==> src/rtl/ps2_key_decoder_pkg.sv <==
// Shared scancode constants and prefix-FSM encoding
// for the PS/2 set-2 keyboard decode path.
package ps2_key_decoder_pkg;

  localparam logic [7:0] SC_EXT     = 8'hE0;
  localparam logic [7:0] SC_BREAK   = 8'hF0;
  localparam logic [7:0] SC_LSHIFT  = 8'h12;
  localparam logic [7:0] SC_RSHIFT  = 8'h59;
  localparam logic [7:0] SC_BAT_OK  = 8'hAA;
  localparam logic [7:0] SC_ACK     = 8'hFA;
  localparam logic [7:0] SC_ECHO    = 8'hEE;
  localparam logic [7:0] SC_BAT_ERR = 8'hFC;
  localparam logic [7:0] SC_RESEND  = 8'hFE;

  localparam logic [1:0] ST_IDLE    = 2'd0;
  localparam logic [1:0] ST_EXT     = 2'd1;
  localparam logic [1:0] ST_BRK     = 2'd2;
  localparam logic [1:0] ST_EXT_BRK = 2'd3;

  // Keyboard-to-host responses carry no key information.
  function automatic logic is_response(
    input logic [7:0] c
  );
    return (c == SC_BAT_OK) || (c == SC_ACK)
        || (c == SC_ECHO) || (c == SC_BAT_ERR)
        || (c == SC_RESEND);
  endfunction

endpackage

==> src/rtl/ps2_key_decoder_if.sv <==
// Byte-in / character-out bundle between the
// PS/2 receiver, the decoder and its consumers.
interface ps2_key_decoder_if #(
  parameter int FIFO_DEPTH = 4
);

  localparam int CW = $clog2(FIFO_DEPTH) + 1;

  logic [7:0]    code_in;
  logic          code_valid;
  logic          rd_en;
  logic [7:0]    ascii_out;
  logic          ascii_valid;
  logic [CW-1:0] fifo_count;
  logic          shift_active;
  logic          overflow;

  modport master (
    output code_in,
    output code_valid,
    output rd_en,
    input  ascii_out,
    input  ascii_valid,
    input  fifo_count,
    input  shift_active,
    input  overflow
  );

  modport slave (
    input  code_in,
    input  code_valid,
    input  rd_en,
    output ascii_out,
    output ascii_valid,
    output fifo_count,
    output shift_active,
    output overflow
  );

endinterface

==> src/rtl/ps2_key_decoder_ascii.sv <==
// Combinational set-2 scancode to ASCII lookup.
// Returns 8'h00 for codes with no printable mapping.
module ps2_to_ascii (
  input  logic [7:0] char_in,
  input  logic       shift,
  output logic [7:0] ascii
);

  logic [7:0] lower;
  logic [7:0] upper;
  logic       letter;

  always_comb begin
    lower  = 8'h00;
    upper  = 8'h00;
    letter = 1'b0;
    case (char_in)
      8'h1C: begin lower = "a"; letter = 1'b1; end
      8'h32: begin lower = "b"; letter = 1'b1; end
      8'h21: begin lower = "c"; letter = 1'b1; end
      8'h23: begin lower = "d"; letter = 1'b1; end
      8'h24: begin lower = "e"; letter = 1'b1; end
      8'h2B: begin lower = "f"; letter = 1'b1; end
      8'h34: begin lower = "g"; letter = 1'b1; end
      8'h33: begin lower = "h"; letter = 1'b1; end
      8'h43: begin lower = "i"; letter = 1'b1; end
      8'h3B: begin lower = "j"; letter = 1'b1; end
      8'h42: begin lower = "k"; letter = 1'b1; end
      8'h4B: begin lower = "l"; letter = 1'b1; end
      8'h3A: begin lower = "m"; letter = 1'b1; end
      8'h31: begin lower = "n"; letter = 1'b1; end
      8'h44: begin lower = "o"; letter = 1'b1; end
      8'h4D: begin lower = "p"; letter = 1'b1; end
      8'h15: begin lower = "q"; letter = 1'b1; end
      8'h2D: begin lower = "r"; letter = 1'b1; end
      8'h1B: begin lower = "s"; letter = 1'b1; end
      8'h2C: begin lower = "t"; letter = 1'b1; end
      8'h3C: begin lower = "u"; letter = 1'b1; end
      8'h2A: begin lower = "v"; letter = 1'b1; end
      8'h1D: begin lower = "w"; letter = 1'b1; end
      8'h22: begin lower = "x"; letter = 1'b1; end
      8'h35: begin lower = "y"; letter = 1'b1; end
      8'h1A: begin lower = "z"; letter = 1'b1; end
      8'h45: begin lower = "0"; upper = ")"; end
      8'h16: begin lower = "1"; upper = "!"; end
      8'h1E: begin lower = "2"; upper = "@"; end
      8'h26: begin lower = "3"; upper = "#"; end
      8'h25: begin lower = "4"; upper = "$"; end
      8'h2E: begin lower = "5"; upper = "%"; end
      8'h36: begin lower = "6"; upper = "^"; end
      8'h3D: begin lower = "7"; upper = "&"; end
      8'h3E: begin lower = "8"; upper = "*"; end
      8'h46: begin lower = "9"; upper = "("; end
      8'h4E: begin lower = "-"; upper = "_"; end
      8'h55: begin lower = "="; upper = "+"; end
      8'h41: begin lower = ","; upper = "<"; end
      8'h49: begin lower = "."; upper = ">"; end
      8'h4A: begin lower = "/"; upper = "?"; end
      8'h29: begin lower = " "; upper = " "; end
      8'h5A: begin lower = 8'h0D; upper = 8'h0D; end
      8'h66: begin lower = 8'h08; upper = 8'h08; end
      8'h0D: begin lower = 8'h09; upper = 8'h09; end
      default: ;
    endcase
    if (letter) upper = lower - 8'h20;
  end

  assign ascii = shift ? upper : lower;

endmodule

==> src/rtl/ps2_key_decoder.sv <==
// Set-2 make/break/extended sequencer with shift
// tracking and a small character FIFO on the output.
module ps2_key_decoder
  import ps2_key_decoder_pkg::*;
#(
  parameter int FIFO_DEPTH     = 4,
  parameter int TIMEOUT_CYCLES = 1_000_000
) (
  input logic              clk,
  input logic              rst,
  ps2_key_decoder_if.slave bus
);

  localparam int CW = $clog2(FIFO_DEPTH) + 1;
  localparam int PW = $clog2(FIFO_DEPTH);
  localparam int TW = $clog2(TIMEOUT_CYCLES);

  logic [1:0]    state, state_d;
  logic          lshift, lshift_d;
  logic          rshift, rshift_d;
  logic [TW-1:0] idle_cnt;
  logic          make, tmo;
  logic [7:0]    lut_ascii;

  logic [7:0]    mem [FIFO_DEPTH];
  logic [PW-1:0] wptr, rptr;
  logic [CW-1:0] count;
  logic          full, push, push_ok, pop_ok;
  logic          ovf;

  wire [7:0] code = bus.code_in;
  wire       cv   = bus.code_valid;

  wire st_idle    = state == ST_IDLE;
  wire st_ext     = state == ST_EXT;
  wire st_brk     = state == ST_BRK;
  wire st_ext_brk = state == ST_EXT_BRK;

  ps2_to_ascii u_lut (
    .char_in (code),
    .shift   (lshift | rshift),
    .ascii   (lut_ascii)
  );

  assign tmo = !st_idle && !cv
            && idle_cnt == TW'(TIMEOUT_CYCLES - 1);

  always_comb begin
    state_d  = state;
    lshift_d = lshift;
    rshift_d = rshift;
    make     = 1'b0;
    if (cv) begin
      unique case (1'b1)
        st_idle: begin
          if (code == SC_EXT)
            state_d = ST_EXT;
          else if (code == SC_BREAK)
            state_d = ST_BRK;
          else if (code == SC_LSHIFT)
            lshift_d = 1'b1;
          else if (code == SC_RSHIFT)
            rshift_d = 1'b1;
          else if (!is_response(code))
            make = 1'b1;
        end
        st_brk: begin
          if (code == SC_LSHIFT) lshift_d = 1'b0;
          if (code == SC_RSHIFT) rshift_d = 1'b0;
          state_d = ST_IDLE;
        end
        st_ext: begin
          state_d = (code == SC_BREAK)
                  ? ST_EXT_BRK : ST_IDLE;
        end
        st_ext_brk: state_d = ST_IDLE;
      endcase
    end else if (tmo) begin
      state_d = ST_IDLE;
    end
  end

  always_ff @(posedge clk or posedge rst) begin
    if (rst) begin
      state    <= ST_IDLE;
      lshift   <= 1'b0;
      rshift   <= 1'b0;
      idle_cnt <= '0;
    end else begin
      state  <= state_d;
      lshift <= lshift_d;
      rshift <= rshift_d;
      if (cv || st_idle || tmo)
        idle_cnt <= '0;
      else
        idle_cnt <= idle_cnt + TW'(1);
    end
  end

  // A full FIFO still accepts a push when the head is popped.
  assign full    = count == CW'(FIFO_DEPTH);
  assign push    = make && (lut_ascii != 8'h00);
  assign pop_ok  = bus.rd_en && (count != '0);
  assign push_ok = push && (!full || pop_ok);

  always_ff @(posedge clk or posedge rst) begin
    if (rst) begin
      for (int i = 0; i < FIFO_DEPTH; i++)
        mem[i] <= 8'h00;
      wptr  <= '0;
      rptr  <= '0;
      count <= '0;
      ovf   <= 1'b0;
    end else begin
      if (push_ok) begin
        mem[wptr] <= lut_ascii;
        wptr      <= wptr + PW'(1);
      end
      if (pop_ok)
        rptr <= rptr + PW'(1);
      count <= count + CW'(push_ok) - CW'(pop_ok);
      ovf   <= push && !push_ok;
    end
  end

  assign bus.ascii_out    = (count != '0)
                          ? mem[rptr] : 8'h00;
  assign bus.ascii_valid  = count != '0;
  assign bus.fifo_count   = count;
  assign bus.shift_active = lshift | rshift;
  assign bus.overflow     = ovf;

endmodule

==> src/flat_wrapper.sv <==
// flat-port wrapper written by rule: the top's interface ports become plain ports
module ps2_key_decoder_flat import ps2_key_decoder_pkg::*;
#(
  parameter int FIFO_DEPTH     = 4,
  parameter int TIMEOUT_CYCLES = 1_000_000
)
  (clk, rst, bus_code_in, bus_code_valid, bus_rd_en, bus_ascii_out, bus_ascii_valid, bus_fifo_count, bus_shift_active, bus_overflow);
  ps2_key_decoder_if #(.FIFO_DEPTH(FIFO_DEPTH)) bus_i ();
  input logic clk;
  input logic rst;
  input wire logic [$bits(bus_i.code_in)-1:0] bus_code_in;
  input wire logic [$bits(bus_i.code_valid)-1:0] bus_code_valid;
  input wire logic [$bits(bus_i.rd_en)-1:0] bus_rd_en;
  output wire logic [$bits(bus_i.ascii_out)-1:0] bus_ascii_out;
  output wire logic [$bits(bus_i.ascii_valid)-1:0] bus_ascii_valid;
  output wire logic [$bits(bus_i.fifo_count)-1:0] bus_fifo_count;
  output wire logic [$bits(bus_i.shift_active)-1:0] bus_shift_active;
  output wire logic [$bits(bus_i.overflow)-1:0] bus_overflow;
  assign bus_i.code_in = bus_code_in;
  assign bus_i.code_valid = bus_code_valid;
  assign bus_i.rd_en = bus_rd_en;
  assign bus_ascii_out = bus_i.ascii_out;
  assign bus_ascii_valid = bus_i.ascii_valid;
  assign bus_fifo_count = bus_i.fifo_count;
  assign bus_shift_active = bus_i.shift_active;
  assign bus_overflow = bus_i.overflow;
  ps2_key_decoder #(.FIFO_DEPTH(FIFO_DEPTH), .TIMEOUT_CYCLES(TIMEOUT_CYCLES)) u_core (.clk(clk), .rst(rst), .bus(bus_i));
endmodule
==> config.mk <==
export PLATFORM = sky130hd
export DESIGN_NAME = ps2_key_decoder_flat
export DESIGN_NICKNAME = d
export VERILOG_FILES = /design/src/rtl/ps2_key_decoder_pkg.sv /design/src/rtl/ps2_key_decoder_if.sv /design/src/rtl/ps2_key_decoder_ascii.sv /design/src/rtl/ps2_key_decoder.sv /design/src/flat_wrapper.sv
export SDC_FILE = /design/constraint.sdc
export NUM_CORES = 1
export LEC_CHECK = 0
export CAP_MARGIN = 20
export CORE_MARGIN = 4
export CORE_UTILIZATION = 30
export CTS_BUF_LIST = sky130_fd_sc_hd__clkbuf_16
export CTS_CLUSTER_SIZE = 20
export DETAILED_ROUTE_END_ITERATION = 16
export PLACE_DENSITY_LB_ADDON = 0.12
export SLEW_MARGIN = 20
export SYNTH_ARGS = -nofsm -noshare
export SYNTH_HDL_FRONTEND = slang
export SYNTH_SLANG_ARGS = --single-unit
==> constraint.sdc <==
create_clock -name clk -period 2.9 [get_ports clk]
set_clock_uncertainty 0.15 [all_clocks]
set_input_delay 0.58 -clock clk [delete_from_list [all_inputs] [get_ports clk]]
set_output_delay 0.58 -clock clk [all_outputs]
set_load 0.03 [all_outputs]
==> results.toml <==
[outcome]
result_of_the_run = "finished, final reports clean"

[synth]
synth-compound-area-share_pct = 12.85
syn_avg_cell_area_um2 = 9.780
synth_enable_flop_cells = 0
synth.lib_cells_used.distinct = 72
mappedNetlistArea_um2 = 4313
synth-xor-area-share_pct = 5.077
synth.mux.area_fraction_pct = 10.94
yosysWarnings = 0
synth_top_family_by_area = "simple AND/OR/NAND/NOR gates"
sequential_to_total_area_share_from_yosys_stat_pct = 37.13
synth_async_sr_flop_share_pct = 100.0
post_synth_and_or_nand_nor_area_fraction_pct = 26.25
flip_flop_cell_with_the_highest_count_after_synthesis = "dfrtp_1"
synth_instances = 441
synthesis.nets = 461
synth_area_in_adders_pct = 2.495
post_synthesis_sequential_element_count = 64

[clock_tree]
clock_sinks = 64
htree_levels = 3
tritoncts = "yes"
number_of_buffers_on_the_longest_clock_path = 2
hold_buffers = 0
path_clk_slew_ns = 0.05
clkLatencyLatePin_ns = 0.32
clockRootBuffer = "clkbuf_16"
tritoncts_buffer_count = 9

[final_layout]
layout.cells.non_filler = 770
finalInstanceArea_um2 = 6207
n_antenna_cell = 0
area_grow_syn2layout_pct = 43.92
drive_gt1_share_pct = 38.31
design.final.nets = 606
most_common_cell_after_layout_fill_and_taps_aside = "buf_4"
layout_common_cells = "buf_4, dfrtp_1, nor2_1, nand2_1, nand3_1"

[critical_path]
crit_type = "input port to register"
crit_path_cell_trace = "buf_6 > buf_6 > and4bb_2 > and2_4 > a211o_4 > nor4b_4 > a31oi_4 > nand2_2 > inv_2 > ha_4 > fa_2 > xnor2_2 > xnor2_1"
reg2regPathDepth = 8
cp_slowest_stage_delay_ns = 0.37
worst-endpoint-arrival_ns = 2.91
logic_depth_of_the_worst_path_buffers_included = 13
reg2reg_slack_ns = 0.30
setup.worst_path.end = "u_core.bus.fifo_count[2]$_DFF_PP0_"
cpLargestDelayFamily = "simple AND/OR/NAND/NOR gates"
crit_top_cell = "buf_6"
worst-endpoint-required_ns = 2.96
worstSetupEndpointType = "register"
rr_startpoint = "u_core.bus.fifo_count[0]$_DFF_PP0_"
critical_path.startpoint_type = "input port"
worst-path-max-fanout = 6
worst-path-buf-inv = 3
worst_path_max_delay_cell = "fa_2"
r2r_end = "u_core.bus.fifo_count[2]$_DFF_PP0_"
crit_start = "bus_code_in[0]"

[power]
comb_power_share_pct = 37.1
irDropWorstVdd_uv = 297.0
power.static_leakage_nw = 2.839
internal_power_mw = 2.401
swShare_pct = 31.86
power_density_nw_per_um2 = 567.6
netSwitchingPower_mw = 1.123
seq_power_share_pct = 34.2
power_frac_clock_pct = 28.7

[timing]
timing_hold_violations_final = 0
worstMarginPinSlew_ns = 0.5536
timing.final.setup_violations = 0
headroom_to_the_max_slew_limit_pct = 63.04
grt_setup_unrepaired = "yes"
max_clock_freq_mhz = 349.9
final.hold.worst_slack_ns = 0.3230
drv_slew = 0
timing.setup.tns_ns = 0
layout_worst_path_cycle_share_pct = 98.56
layout_min_cycle_time_ns = 2.858

[route]
via_per_inst = 5.061
detailedRoute.firstIterationViolations = 168
topRoutingLayerUsed = "met4"
drc = 0
totalWireLength_um = 12410
dr_total_vias = 3897
route.detailed.wl_per_inst_um = 16.12
wl_met1_um = 5653
drt.antenna.violating_nets = 0
drt_first_pass_iters = 4
met3WireLength_um = 529
route.met2.wl_um = 5857

[die]
rows = 43
pin_count = 26
fp.dieArea_um2 = 16360
floorplan.die.width_um = 127.9
core_um2 = 13990
die_y_um = 127.9
initial_utilization_pct = 30.83

[place]
place_hpwl_um = 9523
numPortBuffers = 25
dpl-instance-area_um2 = 5565
dp.cells = 730
routability_congestion = 0.8411

[hold_path]
hold_start = "u_core.lshift$_DFFE_PP0P_"
min_path_type = "register to register"
depth_of_the_worst_hold_timing_path = 2

[run]
maxCapViolations = 0

[global_routing]
wire_length_of_the_first_global_routing_pass_um = 20860
antenna_found_initial = 0
grt_start_max_net_pins = 30
grt_pass1_vias = 4078
globalRouteTotalUtil_pct = 15.88
total_congestion_overflow_after_global_routing = 0
metal layers:
metal / global-route usage, % / vias to the layer above
li1: - / 1898
met1: 21.33 / 1889
met2: 25.08 / 87
met3: 3.333 / 23
met4: 6.180 / 0
met5: 0 / -
tightest hold or removal path, stage by stage, from the launching register on:
cell	delay, ns
dfrtp_1	0.34
nand2_1	0.04
o21ai_0	0.05
Yosys cell counts (4+ instances only):
library cell   n  area share (%)
nor2b_1       13             1.9
clkbuf_1       8            0.70
nor2_1        42             3.7
o211ai_1       8             1.4
nand3_1       22             2.6
mux2_1        12             3.1
o21ai_0        8            0.93
buf_4          9             1.6
and2_1        13             1.9
buf_2         16             1.9
nand3b_1       7             1.2
inv_1         13             1.1
nand4b_1       4            0.81
dfrtp_1       64              37
mux2_2         9             2.3
nor4_1         5            0.73
nor3_1         6            0.70
xor2_1        12             2.4
ha_1           7             2.0
nand2b_1       5            0.73
a21oi_1       14             1.6
xnor2_1       13             2.6
nor3b_1        4            0.70
and3_1        10             1.5
o22a_1         9             1.8
nor4bb_1       5             1.2
mux2i_1        4            0.93
nand2_1       30             2.6
mux4_2         8             4.2
power groups by stage:
stage	clock, mW	sequential, mW	combinational (mW)
after floorplan	0	1.22	0.806
after global placement	0	1.21	1.27
after detailed placement	0	1.22	1.29
after CTS	1.04	1.21	1.32
after global routing	1.09	1.23	1.43
final	1.01	1.20	1.31
repair_timing:
| action | in CTS | in global routing |
|---|---|---|
| setup buffers | 18 | 6 |
| setup endpoints to repair | 37 | 35 |
| resized for setup | 54 | 37 |
| cloned | 3 | 0 |
| pin swaps | 21 | 15 |
metrics by stage:
step	power [mW]	util [%]	setup slack, ns
5_1_grt	3.744	44.37	-0.06383
2_1_floorplan	2.022	-	-0.07889
4_1_cts	3.570	43.51	0.001459
3_3_place_gp	2.477	39.79	-0.8822
6_report	3.523	44.37	0.04173
3_5_place_dp	2.505	39.79	-0.8985
state kept, by name, indices dropped and copies added (netlist names):
name,flops
u_core.rshift,1
u_core.rptr,2
u_core.idle_cnt,20
u_core.state,2
u_core.bus.overflow,1
u_core.bus.fifo_count,3
u_core.mem,32
u_core.wptr,2
u_core.lshift,1
cells by family after synthesis:
family                   count (synthesis)
flip-flops                              64
multiplexers                            34
AO/OA/AOI/OAI                           72
buffers and inverters                   46
adder cells (fa/ha/maj)                  8
AND/OR/NAND/NOR                        192
XOR/XNOR                                25
worst min path at each step:
stage	slack, ns	to
after floorplan	0.30	u_core.lshift$_DFFE_PP0P_
after global placement	0.31	u_core.mem[5]$_DFFE_PP0P_
after detailed placement	0.32	u_core.lshift$_DFFE_PP0P_
after CTS	0.33	u_core.lshift$_DFFE_PP0P_
after global routing	0.35	u_core.mem[6]$_DFFE_PP0P_
final	0.32	u_core.lshift$_DFFE_PP0P_
area by class of cell:
class                      count  area [um2]
multi-input combinational    331        2669
clock buffer                   9       225.2
sequential                    64        1602
tap                          180       225.2
timing repair buffer         167        1386
inverter                      13       48.80
clock inverter                 6       51.30
fill                        1393        7781
Power figures use the tool's default switching activity.
